File: config.mk
export PLATFORM = sky130hd
export DESIGN_NAME = flash_playback_ctrl_flat
export DESIGN_NICKNAME = d
export VERILOG_FILES = /design/src/rtl/flash_playback_ctrl_if.sv /design/src/rtl/flash_playback_ctrl.sv /design/src/flat_wrapper.sv
export SDC_FILE = /design/constraint.sdc
export NUM_CORES = 1
export LEC_CHECK = 0
export ABC_AREA = 0
export BUFFER_PORTS_ARGS = -buffer_cell sky130_fd_sc_hd__buf_2
export CAP_MARGIN = 20
export CORE_MARGIN = 1
export CORE_UTILIZATION = 61
export CTS_BUF_LIST = sky130_fd_sc_hd__clkbuf_16
export DETAILED_ROUTE_END_ITERATION = 7
export PLACE_DENSITY = 0.92
export SLEW_MARGIN = 20
export SYNTH_ARGS = -nofsm -noshare
export SYNTH_HDL_FRONTEND = slang
export SYNTH_SLANG_ARGS = --single-unit
File: constraint.sdc
create_clock -name clk -period 4.6 [get_ports clk]
set_input_delay 1.38 -clock clk [delete_from_list [all_inputs] [get_ports clk]]
set_output_delay 1.38 -clock clk [all_outputs]
set_load 0.02 [all_outputs]
File: src/rtl/flash_playback_ctrl_if.sv
// Avalon-MM read port between the playback sequencer (master) and the flash controller (slave).
// A read is accepted on the first cycle where flash_read=1 and flash_waitrequest=0. Until then the
// master holds flash_read and flash_addr steady. Data returns later as a single-cycle flash_readdatavalid.
interface flash_playback_ctrl_if #(
  parameter int ADDR_W = 23
);
  logic              flash_read;
  logic [ADDR_W-1:0] flash_addr;
  logic              flash_waitrequest;
  logic              flash_readdatavalid;
  logic [31:0]       flash_readdata;

  modport master (
    output flash_read, flash_addr,
    input  flash_waitrequest, flash_readdatavalid, flash_readdata
  );

  modport slave (
    input  flash_read, flash_addr,
    output flash_waitrequest, flash_readdatavalid, flash_readdata
  );
endinterface

File: src/rtl/flash_playback_ctrl.sv
// Flash audio playback sequencer: fetches 32-bit words, plays them as two 16-bit samples on sample_tick,
// walks the address forward/backward with wrap, and defers pause/restart until no flash read is in flight.
module flash_playback_ctrl #(
  parameter int                ADDR_W   = 23,
  parameter logic [ADDR_W-1:0] MAX_ADDR = 23'h7FFFF
) (
  input  logic                  clk,
  input  logic                  rst,
  input  logic                  sample_tick,
  input  logic                  cmd_start,
  input  logic                  cmd_pause,
  input  logic                  cmd_restart,
  input  logic                  direction,
  flash_playback_ctrl_if.master flash,
  output logic [15:0]           audio_sample,
  output logic                  audio_valid,
  output logic                  playing,
  output logic                  underrun,
  output logic [2:0]            state_dbg
);

  typedef enum logic [2:0] {
    S_PAUSED, S_WAIT_T1, S_FETCH, S_WAIT_DV, S_EMIT1, S_WAIT_T2, S_EMIT2, S_ADVANCE
  } state_t;

  state_t            state, state_nx;
  logic [ADDR_W-1:0] addr, addr_nx, reload, stepped;
  logic [31:0]       word_q;
  logic              dir_word;
  logic              pause_pend, pause_nx, restart_pend, restart_nx;
  logic              underrun_nx;
  logic [15:0]       sample_nx;
  logic              busy_pause, busy_restart;

  always_ff @(posedge clk or negedge rst) begin
    if (!rst) begin
      state        <= S_PAUSED;
      addr         <= '0;
      word_q       <= '0;
      dir_word     <= 1'b0;
      pause_pend   <= 1'b0;
      restart_pend <= 1'b0;
      underrun     <= 1'b0;
      audio_sample <= '0;
    end else begin
      state        <= state_nx;
      addr         <= addr_nx;
      pause_pend   <= pause_nx;
      restart_pend <= restart_nx;
      underrun     <= underrun_nx;
      audio_sample <= sample_nx;
      if (state == S_WAIT_DV && flash.flash_readdatavalid) begin
        word_q   <= flash.flash_readdata;
        dir_word <= direction;
      end
    end
  end

  always_comb begin
    state_nx     = state;
    addr_nx      = addr;
    pause_nx     = 1'b0;
    restart_nx   = 1'b0;
    underrun_nx  = underrun;
    sample_nx    = audio_sample;
    reload       = direction ? '0 : MAX_ADDR;
    // A later start cancels a pause still waiting for the transaction to finish.
    busy_pause   = cmd_pause || (pause_pend && !cmd_start);
    busy_restart = cmd_restart || restart_pend;
    if (direction) stepped = (addr >= MAX_ADDR) ? '0 : addr + 1'b1;
    else           stepped = (addr == '0) ? MAX_ADDR : addr - 1'b1;

    case (state)
      S_PAUSED: begin
        if (cmd_restart) begin
          addr_nx     = reload;
          underrun_nx = 1'b0;
        end
        if (cmd_start && !cmd_pause) state_nx = S_WAIT_T1;
      end
      S_WAIT_T1: begin
        if (cmd_restart) begin
          addr_nx     = reload;
          underrun_nx = 1'b0;
        end
        if (cmd_pause)                        state_nx = S_PAUSED;
        else if (sample_tick && !cmd_restart) state_nx = S_FETCH;
      end
      S_FETCH: begin
        pause_nx   = busy_pause;
        restart_nx = busy_restart;
        if (sample_tick) underrun_nx = 1'b1;
        if (!flash.flash_waitrequest) state_nx = S_WAIT_DV;
      end
      S_WAIT_DV: begin
        pause_nx   = busy_pause;
        restart_nx = busy_restart;
        if (sample_tick) underrun_nx = 1'b1;
        if (flash.flash_readdatavalid) begin
          state_nx  = S_EMIT1;
          sample_nx = direction ? flash.flash_readdata[15:0] : flash.flash_readdata[31:16];
        end
      end
      S_EMIT1: begin
        if (busy_restart) begin
          addr_nx     = reload;
          underrun_nx = 1'b0;
        end
        if (busy_pause)        state_nx = S_PAUSED;
        else if (busy_restart) state_nx = S_WAIT_T1;
        else                   state_nx = S_WAIT_T2;
      end
      S_WAIT_T2: begin
        if (cmd_restart) begin
          addr_nx     = reload;
          underrun_nx = 1'b0;
        end
        if (cmd_pause)        state_nx = S_PAUSED;
        else if (cmd_restart) state_nx = S_WAIT_T1;
        else if (sample_tick) begin
          state_nx  = S_EMIT2;
          sample_nx = dir_word ? word_q[31:16] : word_q[15:0];
        end
      end
      S_EMIT2: begin
        pause_nx   = busy_pause;
        restart_nx = busy_restart;
        state_nx   = S_ADVANCE;
      end
      S_ADVANCE: begin
        if (busy_restart) begin
          addr_nx     = reload;
          underrun_nx = 1'b0;
        end else begin
          addr_nx     = stepped;
        end
        state_nx = busy_pause ? S_PAUSED : S_WAIT_T1;
      end
      default: state_nx = S_PAUSED;
    endcase
  end

  assign flash.flash_read = (state == S_FETCH);
  assign flash.flash_addr = addr;
  assign audio_valid      = (state == S_EMIT1) || (state == S_EMIT2);
  assign playing          = (state != S_PAUSED);
  assign state_dbg        = state;

endmodule

File: src/flat_wrapper.sv
// flat-port wrapper written by rule: the top's interface ports become plain ports
module flash_playback_ctrl_flat 
#(
  parameter int                ADDR_W   = 23,
  parameter logic [ADDR_W-1:0] MAX_ADDR = 23'h7FFFF
)
  (clk, rst, sample_tick, cmd_start, cmd_pause, cmd_restart, direction, audio_sample, audio_valid, playing, underrun, state_dbg, flash_flash_read, flash_flash_addr, flash_flash_waitrequest, flash_flash_readdatavalid, flash_flash_readdata);
  flash_playback_ctrl_if #(.ADDR_W(ADDR_W)) flash_i ();
  input  logic clk;
  input  logic rst;
  input  logic sample_tick;
  input  logic cmd_start;
  input  logic cmd_pause;
  input  logic cmd_restart;
  input  logic direction;
  output logic [15:0] audio_sample;
  output logic audio_valid;
  output logic playing;
  output logic underrun;
  output logic [2:0] state_dbg;
  output wire logic [$bits(flash_i.flash_read)-1:0] flash_flash_read;
  output wire logic [$bits(flash_i.flash_addr)-1:0] flash_flash_addr;
  input wire logic [$bits(flash_i.flash_waitrequest)-1:0] flash_flash_waitrequest;
  input wire logic [$bits(flash_i.flash_readdatavalid)-1:0] flash_flash_readdatavalid;
  input wire logic [$bits(flash_i.flash_readdata)-1:0] flash_flash_readdata;
  assign flash_flash_read = flash_i.flash_read;
  assign flash_flash_addr = flash_i.flash_addr;
  assign flash_i.flash_waitrequest = flash_flash_waitrequest;
  assign flash_i.flash_readdatavalid = flash_flash_readdatavalid;
  assign flash_i.flash_readdata = flash_flash_readdata;
  flash_playback_ctrl #(.ADDR_W(ADDR_W), .MAX_ADDR(MAX_ADDR)) u_core (.clk(clk), .rst(rst), .sample_tick(sample_tick), .cmd_start(cmd_start), .cmd_pause(cmd_pause), .cmd_restart(cmd_restart), .direction(direction), .flash(flash_i), .audio_sample(audio_sample), .audio_valid(audio_valid), .playing(playing), .underrun(underrun), .state_dbg(state_dbg));
endmodule
Word-level counts from Yosys, hierarchy flattened

Index checks and enable logic that the tools add are counted.

Output and inout port bits: 46
Logic and storage cells: 87
Bits in registers: 78
Input port bits: 41

Reduce and logical (&&, ||, !) cells: 24
Magnitude comparators: 1
Mux-type cells: 33
Add/sub/neg operators: 2
Eq/ne operators: 19

Operators by type and width:

| cell                                                                    | count |
|---|---|
| 23-bit 2-to-1 mux                                                       | 6 |
| 16-bit 2-to-1 mux                                                       | 6 |
| 23-bit one-hot mux with 3 select lines                                  | 1 |
| 16-bit one-hot mux with 2 select lines                                  | 1 |
| 3-bit 2-to-1 mux                                                        | 10 |
| 3-bit one-hot mux with 8 select lines                                   | 1 |
| 23-bit by 1-bit adder with 23-bit output, second input constant         | 1 |
| 23-bit by 19-bit >= comparator with 1-bit output, second input constant | 1 |
| 23-bit zero test                                                        | 1 |
| 23-bit by 1-bit subtractor with 23-bit output, second input constant    | 1 |
| 19-bit 2-to-1 mux                                                       | 1 |
| 3-bit == test, second input constant                                    | 4 |
| 2-bit by 1-bit inequality test with 1-bit output, second input constant | 5 |
| 2-bit inequality test, second input constant                            | 5 |
| 5-bit AND reduction                                                     | 2 |
| 3-bit nonzero test                                                      | 3 |
| 3-bit by 2-bit == test with 1-bit output, second input constant         | 2 |
| 1-bit 2-to-1 mux                                                        | 6 |
| 3-bit OR reduction                                                      | 2 |
| 1-bit logical AND                                                       | 4 |
| 4-bit inequality test, second input constant                            | 1 |
| 4-bit AND reduction                                                     | 1 |
| 2-bit OR reduction                                                      | 2 |
| 3-bit by 1-bit == test with 1-bit output, second input constant         | 1 |
| other kinds (7)                                                         | 11 |

Longest topological paths before layout

Depth after elaboration: 5
Gate-level depth with buffers: 10
Mapped depth without buffers: 8

Worst setup path before layout

Ideal clock, no wire load.

Kind: in2reg
Start: input cmd_restart
End: register u_core.addr[18] (netlist: u_core.flash.flash_addr[18])
Data required time: 4471 ps
Data arrival time: 2824 ps
Stages: 8
Path buffers: 2
Setup slack: 1647 ps
Setup time: 129 ps
Path through: clkbuf_1 -> or2_2 -> nor3_1 -> o21a_1 -> buf_6 -> a31oi_1 -> o22ai_1 -> o21ai_0

Word-level cells in the longest chain between the ends: 3
Elaborated cells on any way between the ends: 6
Those cells by class: 2 x eq/ne; 2 x mux; 2 x reduce/logical

Ends and longest elaborated chain:

| what                                                                                         | line                      | text |
|---|---|---|
| start: declaration                                                                           | flat_wrapper.sv:14        | `input logic cmd_restart;` |
| 1-bit logical OR                                                                             | flash_playback_ctrl.sv:69 | `busy_restart = cmd_restart \|\| restart_pend;` |
| 23-bit 2-to-1 mux / 2-bit by 1-bit inequality test with 1-bit output (equally long branches) | -                         |  |
| 23-bit one-hot mux with 3 select lines / 3-bit AND reduction (equally long branches)         | -                         |  |
| end signal: assignment                                                                       | flash_playback_ctrl.sv:47 | `addr <= addr_nx;` |
| end: declaration                                                                             | flash_playback_ctrl.sv:27 | `logic [ADDR_W-1:0] addr, addr_nx, reload, stepped;` |

Several ways; a longest one is shown, not always the timed one.
A chain may end at the register's enable or synchronous reset.

Worst setup path after layout

Start: register u_core.state[1] (netlist: u_core.state_dbg[1])
End: output flash_flash_read

Word-level cells in the longest chain between the ends: 1

Ends and longest elaborated chain:

| what                                     | line                       | text |
|---|---|---|
| start: declaration                       | flash_playback_ctrl.sv:26  | `state_t state, state_nx;` |
| start signal: assignment                 | flash_playback_ctrl.sv:46  | `state <= state_nx;` |
| 3-bit by 2-bit == test with 1-bit output | flash_playback_ctrl.sv:143 | `assign flash.flash_read = (state == S_FETCH);` |
| end: declaration                         | flat_wrapper.sv:21         | `output wire logic [$bits(flash_i.flash_read)-1:0] flash_flash_read;` |

No other way between the ends.

==> flow_summary.yaml <==
critical_path:
  r2r_setup_slack_ns: 1.73
  crit_path_start_kind: "register"
  timing.rr.end: "u_core.flash.flash_addr[19]"
  crit_path_cell_trace: "clkinv_1 -> nor3_1 -> buf_2"
  ff2ff_path_depth: 6
  cpPeakStageDelay_ns: 0.59
  cp.arrival_ns: 1.84
  critPathSlowestCell: "dfrtp_1"
  worst_ep_required_time_ns: 3.22
  worstPathMaxFanout: 14
  reg2reg_from: "u_core.flash.flash_addr[21]"
  cp-end-kind: "output pin"
  critPathTopFamily: "flip-flops"
  critPathBufInv: 2
  path_class: "reg -> out"
layout:
  fin_nets: 631
  stdcell_count: 694
  drive_gt1_share_pct: 28.38
  fin_util_pct: 72.04
  n_antenna_cell: 0
  syn_to_final_growth_pct: 14.43
logic_synthesis:
  synthArstFlopShare_pct: 100.0
  synthXorXnorAreaFrac_pct: 2.534
  synthMuxAreaShare_pct: 15.54
  syn_nets: 573
  synthTopCellsByArea: "dfrtp_1 (40%), mux2_2 (11%), o21ai_0 (5.1%)"
  ys.flop_type: "dfrtp_1"
  synth_fa_ha_area_share_pct: 0.7756
  syn_avg_cell_area_um2: 9.149
  synth_top_area_share_pct: 40.33
  ys_seq_area_share_pct: 40.33
  synthCells: 529
  synth_cell_types: 58
  yosys_register_bits: 78
  synth_compound_area_share_pct: 16.60
  synth_area_mm2: 0.004840
  yosys.area_share.simple_pct: 19.29
  yosysTopAreaCell: "dfrtp_1"
  synth-edff-count: 0
  yosys_warnings: 0
  synth.most_common_cell: "dfrtp_1"
  synth_top_family_by_area: "simple AND/OR/NAND/NOR gates"
  synth_commonest_cells: "dfrtp_1 (78), mux2_2 (49), nand2_1 (49), nor2_1 (49), o21ai_0 (49)"
power_and_ir_drop:
  p_total_mw: 3.625
  vdd_drop_max_v: 0.0003972
  leakage_nw: 2.473
  powerDensity_mw_per_mm2: 654.6
detailed_routing:
  firstDrtPassIters: 8
  drtAntennaViolNets: 0
  routed_wl_mm: 13.19
  post_drt_wl_per_cell_um: 19.00
  route.vias.total: 4540
  routed_via_density: 6.542
  drt_first_iter_violations: 567
  drc_errors: 1
clock_network:
  postCtsHoldBufs: 0
  insertion_delay_ns: 0.34
  cts_setup_buffers: 0
  cts_buffers: 9
  tritoncts: "built"
  clk_pin_slew_ns: 0.06
  cts_sinks: 78
  cts_resized: 0
  cts_root_buf: "clkbuf_16"
  htreeDepth: 3
  clock_path_buffers: 2
die:
  core_mm2: 0.007687
  die_w_um: 91.07
  die_area_mm2: 0.008294
  rows: 32
  die_h_um: 91.07
  initial_utilization_pct: 62.96
  io_pins: 87
global_route:
  grt_usage_pct: 32.10
  antenna_found_initial: 0
  grt_max_degree: 79
  grt_pass1_wl_mm: 21.31
  grt_overflow_total: 0
  grt_pass1_vias: 4434
status:
  violations: "design-rule violations"
  status: "finished, violations left"
placement:
  dp.cells: 678
  place_congestion: 0.8777
  io_buffers: 86
  dp_hpwl_mm: 8.665
timing:
  grt_setup_unrepaired: "false"
  setup_viol: 0
  tightest_slew_ns: 0.9904
  holdWs_ns: 0.4834
  finalCritPeriodShare_pct: 69.97
  hold_viol_final: 0
  slew_viol_final: 0
  fin_skew_ns: 0.005235
  fin_crit_ns: 3.219
  fin_setup_tns_ns: 0
  fmax_mhz: 310.7
  relSlewSlack_pct: 33.97
hold_path:
  hold_class: "reg -> reg"
  min_delay_path_depth: 2
  worstHoldStart: "u_core.underrun"
  min_to: "u_core.underrun"
flow_run:
  max-cap-violations: 0
==> how the worst max path moves through the flow <==
| stage | from | slack (ns) | cells past startpoint | endpoint |
|---|---|---|---|---|
| floorplan | cmd_restart | 1.65 | 8 | u_core.flash.flash_addr[18] |
| global placement | cmd_restart | 1.30 | 7 | u_core.flash.flash_addr[13] |
| detailed placement | cmd_restart | 1.25 | 7 | u_core.flash.flash_addr[15] |
| CTS | u_core.state_dbg[1] | 1.44 | 3 | flash_flash_read |
| global route | u_core.state_dbg[1] | 1.36 | 3 | flash_flash_read |
| finish | u_core.state_dbg[1] | 1.38 | 3 | flash_flash_read |
==> sequential cells by signal, summed over array words and instances (netlist names) <==
register,cells
u_core.dir_word,1
u_core.state_dbg,3
u_core.word_q,32
u_core.audio_sample,16
u_core.underrun,1
u_core.restart_pend,1
u_core.flash.flash_addr,23
u_core.pause_pend,1
==> worst reg2reg max path, stage by stage (launching register included) <==
cell and delay [ns]:
dfrtp_1 0.46, nor4_1 0.83, nand4_1 0.37, o21ai_2 0.48, nor2_1 0.16, a21oi_1 0.30, o21ai_0 0.15
==> metal layers <==
layer	GRT usage (%)	vias up	routed length (um)
li1	-	2035	-
met1	39.82	2179	5053
met2	54.55	265	6670
met3	5.444	61	1056
met4	15.21	0	408
met5	0	-	0
==> where the power goes <==
part,switching [mW],leakage (nW),internal (mW)
Combinational,0.828,1.38,0.622
Sequential,0.469,0.951,0.996
Clock,0.293,0.140,0.417
Total,1.59,2.47,2.03
==> layout make-up <==
cell class / instances / area (um^2)
Multi-Input combinational cell: 398 / 2666
Fill cell: 551 / 2150
Sequential cell: 78 / 1952
Timing Repair Buffer: 90 / 462.9
Clock buffer: 9 / 225.2
Tap cell: 102 / 127.6
Clock inverter: 7 / 66.31
Inverter: 10 / 37.54
==> layout by cell type (no fill, tap or decap), types with 8 or more instances in the layout <==
cell / netlist / final
a31oi_1: 12 / 12
nand3_1: 12 / 12
mux2i_1: 20 / 20
nor3_1: 16 / 16
nand2_1: 49 / 49
mux2_2: 49 / 49
clkbuf_16: 0 / 9
xor2_1: 8 / 8
nor2_1: 49 / 49
inv_1: 9 / 10
a21oi_1: 33 / 33
buf_2: 14 / 85
o21ai_0: 49 / 48
dfrtp_1: 78 / 78
==> metrics by stage <==
stage                     area, um^2  setup slack, ns
final                           5538            1.381
after global routing            5538            1.360
after CTS                       5530            1.437
after detailed placement        5239            1.252
after global placement          5239            1.298
after floorplan                 4840            1.647
==> cells by family after synthesis <==
logic type | count (synthesis)
xor gates and xnor gates | 14
buffers and inverters | 53
and+or+nand+nor | 178
DFF | 78
adders and majority gates | 3
AOI/OAI and AO/OA | 134
muxes | 69
Note: power is estimated with default switching activity, not from simulation.
